`src/rtl/instruction_fetch_unit.sv`:
```
// Fetch stage: owns the program counter, queues {PC, instruction} pairs in a
// small prefetch FIFO and hands them to decode over a valid/ready handshake.
module instruction_fetch_unit #(
    parameter int          DEPTH       = 2,
    parameter logic [7:0]  RESET_PC    = 8'h00,
    parameter logic [7:0]  HALT_OPCODE = 8'hFF
) (
    input  logic       Clk,
    input  logic       Reset,
    output logic [7:0] Address,
    input  logic [7:0] Instruction,
    input  logic       Branch_Valid,
    input  logic [7:0] Branch_Target,
    output logic       Out_Valid,
    output logic [7:0] Out_Instruction,
    output logic [7:0] Out_PC,
    input  logic       Out_Ready,
    output logic       Halted
);

    // state | meaning
    // RUN   | fetching one instruction per cycle while the FIFO has room
    // HALT  | HALT opcode queued; PC frozen, FIFO drains, waits for a branch
    typedef enum logic {RUN = 1'b0, HALT = 1'b1} state_t;

    localparam int PW = $clog2(DEPTH);
    localparam int CW = PW + 1;
    localparam logic [CW-1:0] DEPTH_C = CW'(DEPTH);

    state_t         state_q, state_d;
    logic [7:0]     fetch_pc_q, fetch_pc_d;
    logic [CW-1:0]  count_q, count_d;
    logic [PW-1:0]  wr_ptr_q, wr_ptr_d;
    logic [PW-1:0]  rd_ptr_q, rd_ptr_d;
    logic [7:0]     fifo_pc_q    [DEPTH];
    logic [7:0]     fifo_pc_d    [DEPTH];
    logic [7:0]     fifo_instr_q [DEPTH];
    logic [7:0]     fifo_instr_d [DEPTH];

    logic push;
    logic pop;

    always_ff @(posedge Clk or posedge Reset) begin
        if (Reset) begin
            state_q    <= RUN;
            fetch_pc_q <= RESET_PC;
            count_q    <= '0;
            wr_ptr_q   <= '0;
            rd_ptr_q   <= '0;
            for (int i = 0; i < DEPTH; i++) begin
                fifo_pc_q[i]    <= '0;
                fifo_instr_q[i] <= '0;
            end
        end else begin
            state_q    <= state_d;
            fetch_pc_q <= fetch_pc_d;
            count_q    <= count_d;
            wr_ptr_q   <= wr_ptr_d;
            rd_ptr_q   <= rd_ptr_d;
            for (int i = 0; i < DEPTH; i++) begin
                fifo_pc_q[i]    <= fifo_pc_d[i];
                fifo_instr_q[i] <= fifo_instr_d[i];
            end
        end
    end

    // A full FIFO still accepts a fetch when its head leaves in the same cycle.
    always_comb begin
        pop  = (count_q != '0) & Out_Ready;
        push = (state_q == RUN) & ~Branch_Valid & ((count_q < DEPTH_C) | pop);
    end

    always_comb begin
        state_d = state_q;
        if (Branch_Valid) begin
            state_d = RUN;
        end else begin
            case (state_q)
                RUN:     if (push && (Instruction == HALT_OPCODE)) state_d = HALT;
                HALT:    state_d = HALT;
                default: state_d = RUN;
            endcase
        end
    end

    // Datapath: PC, pointers, occupancy and storage. A branch discards every
    // queued entry, including a head that decode is accepting this cycle.
    always_comb begin
        fetch_pc_d = fetch_pc_q;
        count_d    = count_q;
        wr_ptr_d   = wr_ptr_q;
        rd_ptr_d   = rd_ptr_q;
        for (int i = 0; i < DEPTH; i++) begin
            fifo_pc_d[i]    = fifo_pc_q[i];
            fifo_instr_d[i] = fifo_instr_q[i];
        end

        if (Branch_Valid) begin
            fetch_pc_d = Branch_Target;
            count_d    = '0;
            wr_ptr_d   = '0;
            rd_ptr_d   = '0;
        end else begin
            if (push) begin
                fifo_pc_d[wr_ptr_q]    = fetch_pc_q;
                fifo_instr_d[wr_ptr_q] = Instruction;
                wr_ptr_d               = wr_ptr_q + PW'(1);
                fetch_pc_d             = fetch_pc_q + 8'd1;
            end
            if (pop) begin
                rd_ptr_d = rd_ptr_q + PW'(1);
            end
            case ({push, pop})
                2'b10:   count_d = count_q + CW'(1);
                2'b01:   count_d = count_q - CW'(1);
                default: count_d = count_q;
            endcase
        end
    end

    always_comb begin
        Halted          = (state_q == HALT);
        Address         = fetch_pc_q;
        Out_Valid       = (count_q != '0);
        Out_PC          = fifo_pc_q[rd_ptr_q];
        Out_Instruction = fifo_instr_q[rd_ptr_q];
    end

endmodule

```
`config.mk`:
```
export PLATFORM = sky130hd
export DESIGN_NAME = instruction_fetch_unit
export DESIGN_NICKNAME = d
export VERILOG_FILES = /design/src/rtl/instruction_fetch_unit.sv
export SDC_FILE = /design/constraint.sdc
export NUM_CORES = 1
export LEC_CHECK = 0
export CELL_PAD_IN_SITES_DETAIL_PLACEMENT = 1
export CELL_PAD_IN_SITES_GLOBAL_PLACEMENT = 1
export CORE_UTILIZATION = 40
export CTS_CLUSTER_DIAMETER = 120
export DETAILED_ROUTE_END_ITERATION = 10
export PLACE_DENSITY_LB_ADDON = 0.05
export SETUP_SLACK_MARGIN = 0.15
export SLEW_MARGIN = 20
export SYNTH_ARGS = -nofsm -noshare
export SYNTH_HDL_FRONTEND = slang
export SYNTH_SLANG_ARGS = --single-unit
export TNS_END_PERCENT = 50
```
`constraint.sdc`:
```
create_clock -name Clk -period 2.2 [get_ports Clk]
set_clock_uncertainty 0.05 [all_clocks]
set_input_delay 0.22 -clock Clk [delete_from_list [all_inputs] [get_ports Clk]]
set_output_delay 0.22 -clock Clk [all_outputs]
set_load 0.03 [all_outputs]
```
==> qor.txt <==
Flop pwr share = 0.419
RSZ-0062 raised after global routing = no
Diode count = 0
Die Area = 0.005761 sq mm
Comb pwr share = 0.347
Worst-path clk slew = 80 ps
Largest net degree at the start of global routing = 28
Area fraction of the dominant cell type after synthesis = 0.5155
Root Driver = clkbuf_8
Area contributors post-synth = dfrtp_1 52%, mux2_2 20%, mux2_4 6.9%, xnor2_1 2.8%, nand2_1 2.2%
Slew headroom = 0.5100
Unique cell type count in the Yosys netlist = 34
Sw Share = 0.3186
Slack of the worst reg-to-reg path = 460 ps
Routed vias = 1451
Avg Inst Size Synth = 13.00 sq um
Synth Register Bits = 45
Fin Setup TNS = 0 ps
Detailed Route Iter0 Violations = 68
Die outline width = 75.90 microns
Max_cap viols = 0
Slew Viols, Final = 0
Commonest cells after routing, fill and taps aside = 44 x dfrtp_1, 38 x mux2_2, 29 x clkdlybuf4s50_1
Final antenna-violating net count = 0
Primary FF master, synth = dfrtp_1
Chip Height = 75.90 microns
Core area = 0.005172 sq mm
Clock share of power = 0.234
Drt pass-1 iters = 2
Initial antenna violation count = 0
CTS buffer count = 5
Drt drc = 0
Worst-path maximum fanout = 16
Area Overhead vs Synth = 29.78%
Fmax = 519.1 MHz
Crit Reg-Reg Startpoint = count_q[1]
Number of global-route vias before repair = 1614
Syn nets = 189
Worst Tran Pin Value = 730.4 ps
Startpoint Class = flop
Sequential share of the synthesized area = 0.5155
Period minus WS final = 1926 ps
DR vias/cell = 5.056
Final setup vio count = 0
WS Path Type = reg2out
Pwr Density = 976.9 mW/mm^2
Clk buf depth = 2
Crit path capture type = primary output
Synthesized cell area = 0.002185 sq mm
CTS tree = done
Crit path arrival time = 1660 ps
Hold crit path type = in2async
Max rail drop VDD = 0.0003646 V
Reg area = 0.001127 sq mm
Footprint of the multi-input gates = 974.7 sq um
TritonCTS Sinks = 45
First-pass GRT wire length = 8.307 mm
Pleak = 1.259 nW
I/O Buffers = 45
Routed WL = 4.804 mm
Remaining global-route overflow = 0
Count of nets after finishing = 237
Most common cell after layout, fill and taps aside = dfrtp_1
Filler cell count = 517
IO Count = 46
GRT Util Overall = 0.1826
Final core occ = 0.5481
Outcome = finished, final reports clean
Internal Power = 1.887 mW
Crit share post-route = 0.8756
Final hold violation count = 0
DP HPWL = 3.437 mm
Synth Instances = 168
Synth warn = 0
Synth area leader = dfrtp_1
FF-to-FF path depth = 4
Net Switching = 0.8824 mW
WL/cell = 16.74 microns
Worst skew pair latency = 290 ps
Row count = 26
Layout cells sized above 1 = 0.3134
Critical Path RT = 1930 ps
Post-synth ARST share = 1.000
CTS HTree Levels = 2
Initial Util = 0.4224
Post-synth EDFFs = 0
FF-to-FF End = fifo_pc_q[4]
Placer Congestion = 0.7401
what timing repair did:
| item | 4_1_cts | 5_1_grt |
|---|---|---|
| endpoints found under the setup margin | 16 | 9 |
| resized for setup | 8 | 9 |
| hold buffers | 0 | 0 |
| buffers inserted | 0 | 0 |
worst max-delay path: stages, from the launching register on:
cell and delay (ps):
dfrtp_1 360, buf_4 260, mux2_2 370, dlygate4sd2_1 360
cell type report:
type | instances | area share
Clock buffer | 6 | 0.02913
Inverter | 4 | 0.005296
Clock inverter | 2 | 0.01324
Tap cell | 70 | 0.03089
Multi-Input combinational cell | 110 | 0.3438
Timing Repair Buffer | 50 | 0.1801
Sequential cell | 45 | 0.3976
cell usage after synthesis (2+ instances only):
library cell   n
nor3_1         2
nor2_1         7
mux2i_1        2
dfrtp_1       45
xnor2_1        7
nand4_1        3
o21ai_0        7
buf_6          2
nand2_1       13
a21oi_1        3
clkbuf_1       4
inv_1          4
a31oi_1        2
mux2_4        10
mux2_2        38
cells by family (layout without fill, tap and decap cells):
| group | Yosys count | count (layout) | share of synthesized area |
|---|---|---|---|
| AO/OA/AOI/OAI | 15 | 15 | 0.03837 |
| XOR/XNOR | 8 | 8 | 0.03207 |
| adder cells (fa/ha/maj) | 1 | 1 | 0.005726 |
| buffers and inverters | 13 | 62 | 0.03837 |
| flip-flops | 45 | 45 | 0.5155 |
| multiplexers | 50 | 50 | 0.2738 |
| AND/OR/NAND/NOR | 36 | 36 | 0.09623 |
registers in the layout, indices dropped and copies added (netlist names):
signal and flops:
fifo_pc_q 16, fifo_instr_q 16, Address 8, rd_ptr_q 1, wr_ptr_q 1, Halted 1, count_q 2
layer usage:
metal,up-vias,global-route usage,wire [microns],share of wire
met2,30,0.3118,2431,0.51
met3,4,0.03735,137,0.029
met4,0,0.04615,44,0.0092
met5,-,0,0,0
met1,737,0.2367,2190,0.46
li1,680,-,-,-
through the flow:
| stage | hold slack, ps | instances | worst slack, ps | power [mW] | area (sq um) |
|---|---|---|---|---|---|
| finish | 218.4 | 287 | 273.6 | 2.770 | 2835 |
| global route | 269.0 | 287 | 189.6 | 2.913 | 2835 |
| CTS | 229.4 | 287 | 35.67 | 2.814 | 2814 |
| detailed placement | 445.0 | 279 | 105.3 | 2.198 | 2704 |
| global placement | 435.8 | 279 | 185.9 | 2.157 | 2704 |
| floorplan | 291.0 | 168 | 497.3 | 1.826 | 2185 |
power groups by stage:
| stage | Clock, mW | Sequential [mW] | Combinational (mW) |
|---|---|---|---|
| 2_1_floorplan | 0 | 1.16 | 0.661 |
| 3_3_place_gp | 0 | 1.17 | 0.991 |
| 3_5_place_dp | 0 | 1.18 | 1.02 |
| 4_1_cts | 0.664 | 1.16 | 0.985 |
| 5_1_grt | 0.696 | 1.19 | 1.03 |
| 6_report | 0.647 | 1.16 | 0.961 |
how the worst max path moves through the flow:
stage | startpoint | endpoint | slack [ps] | depth (start not counted)
finish | rd_ptr_q | Out_PC[3] | 270 | 3
global route | rd_ptr_q | Out_PC[3] | 190 | 3
CTS | rd_ptr_q | Out_PC[0] | 40 | 3
detailed placement | Out_Ready | fifo_pc_q[2] | 110 | 5
global placement | Out_Ready | fifo_pc_q[5] | 190 | 5
floorplan | Halted | fifo_instr_q[10] | 500 | 3
Power figures use the tool's default switching activity.
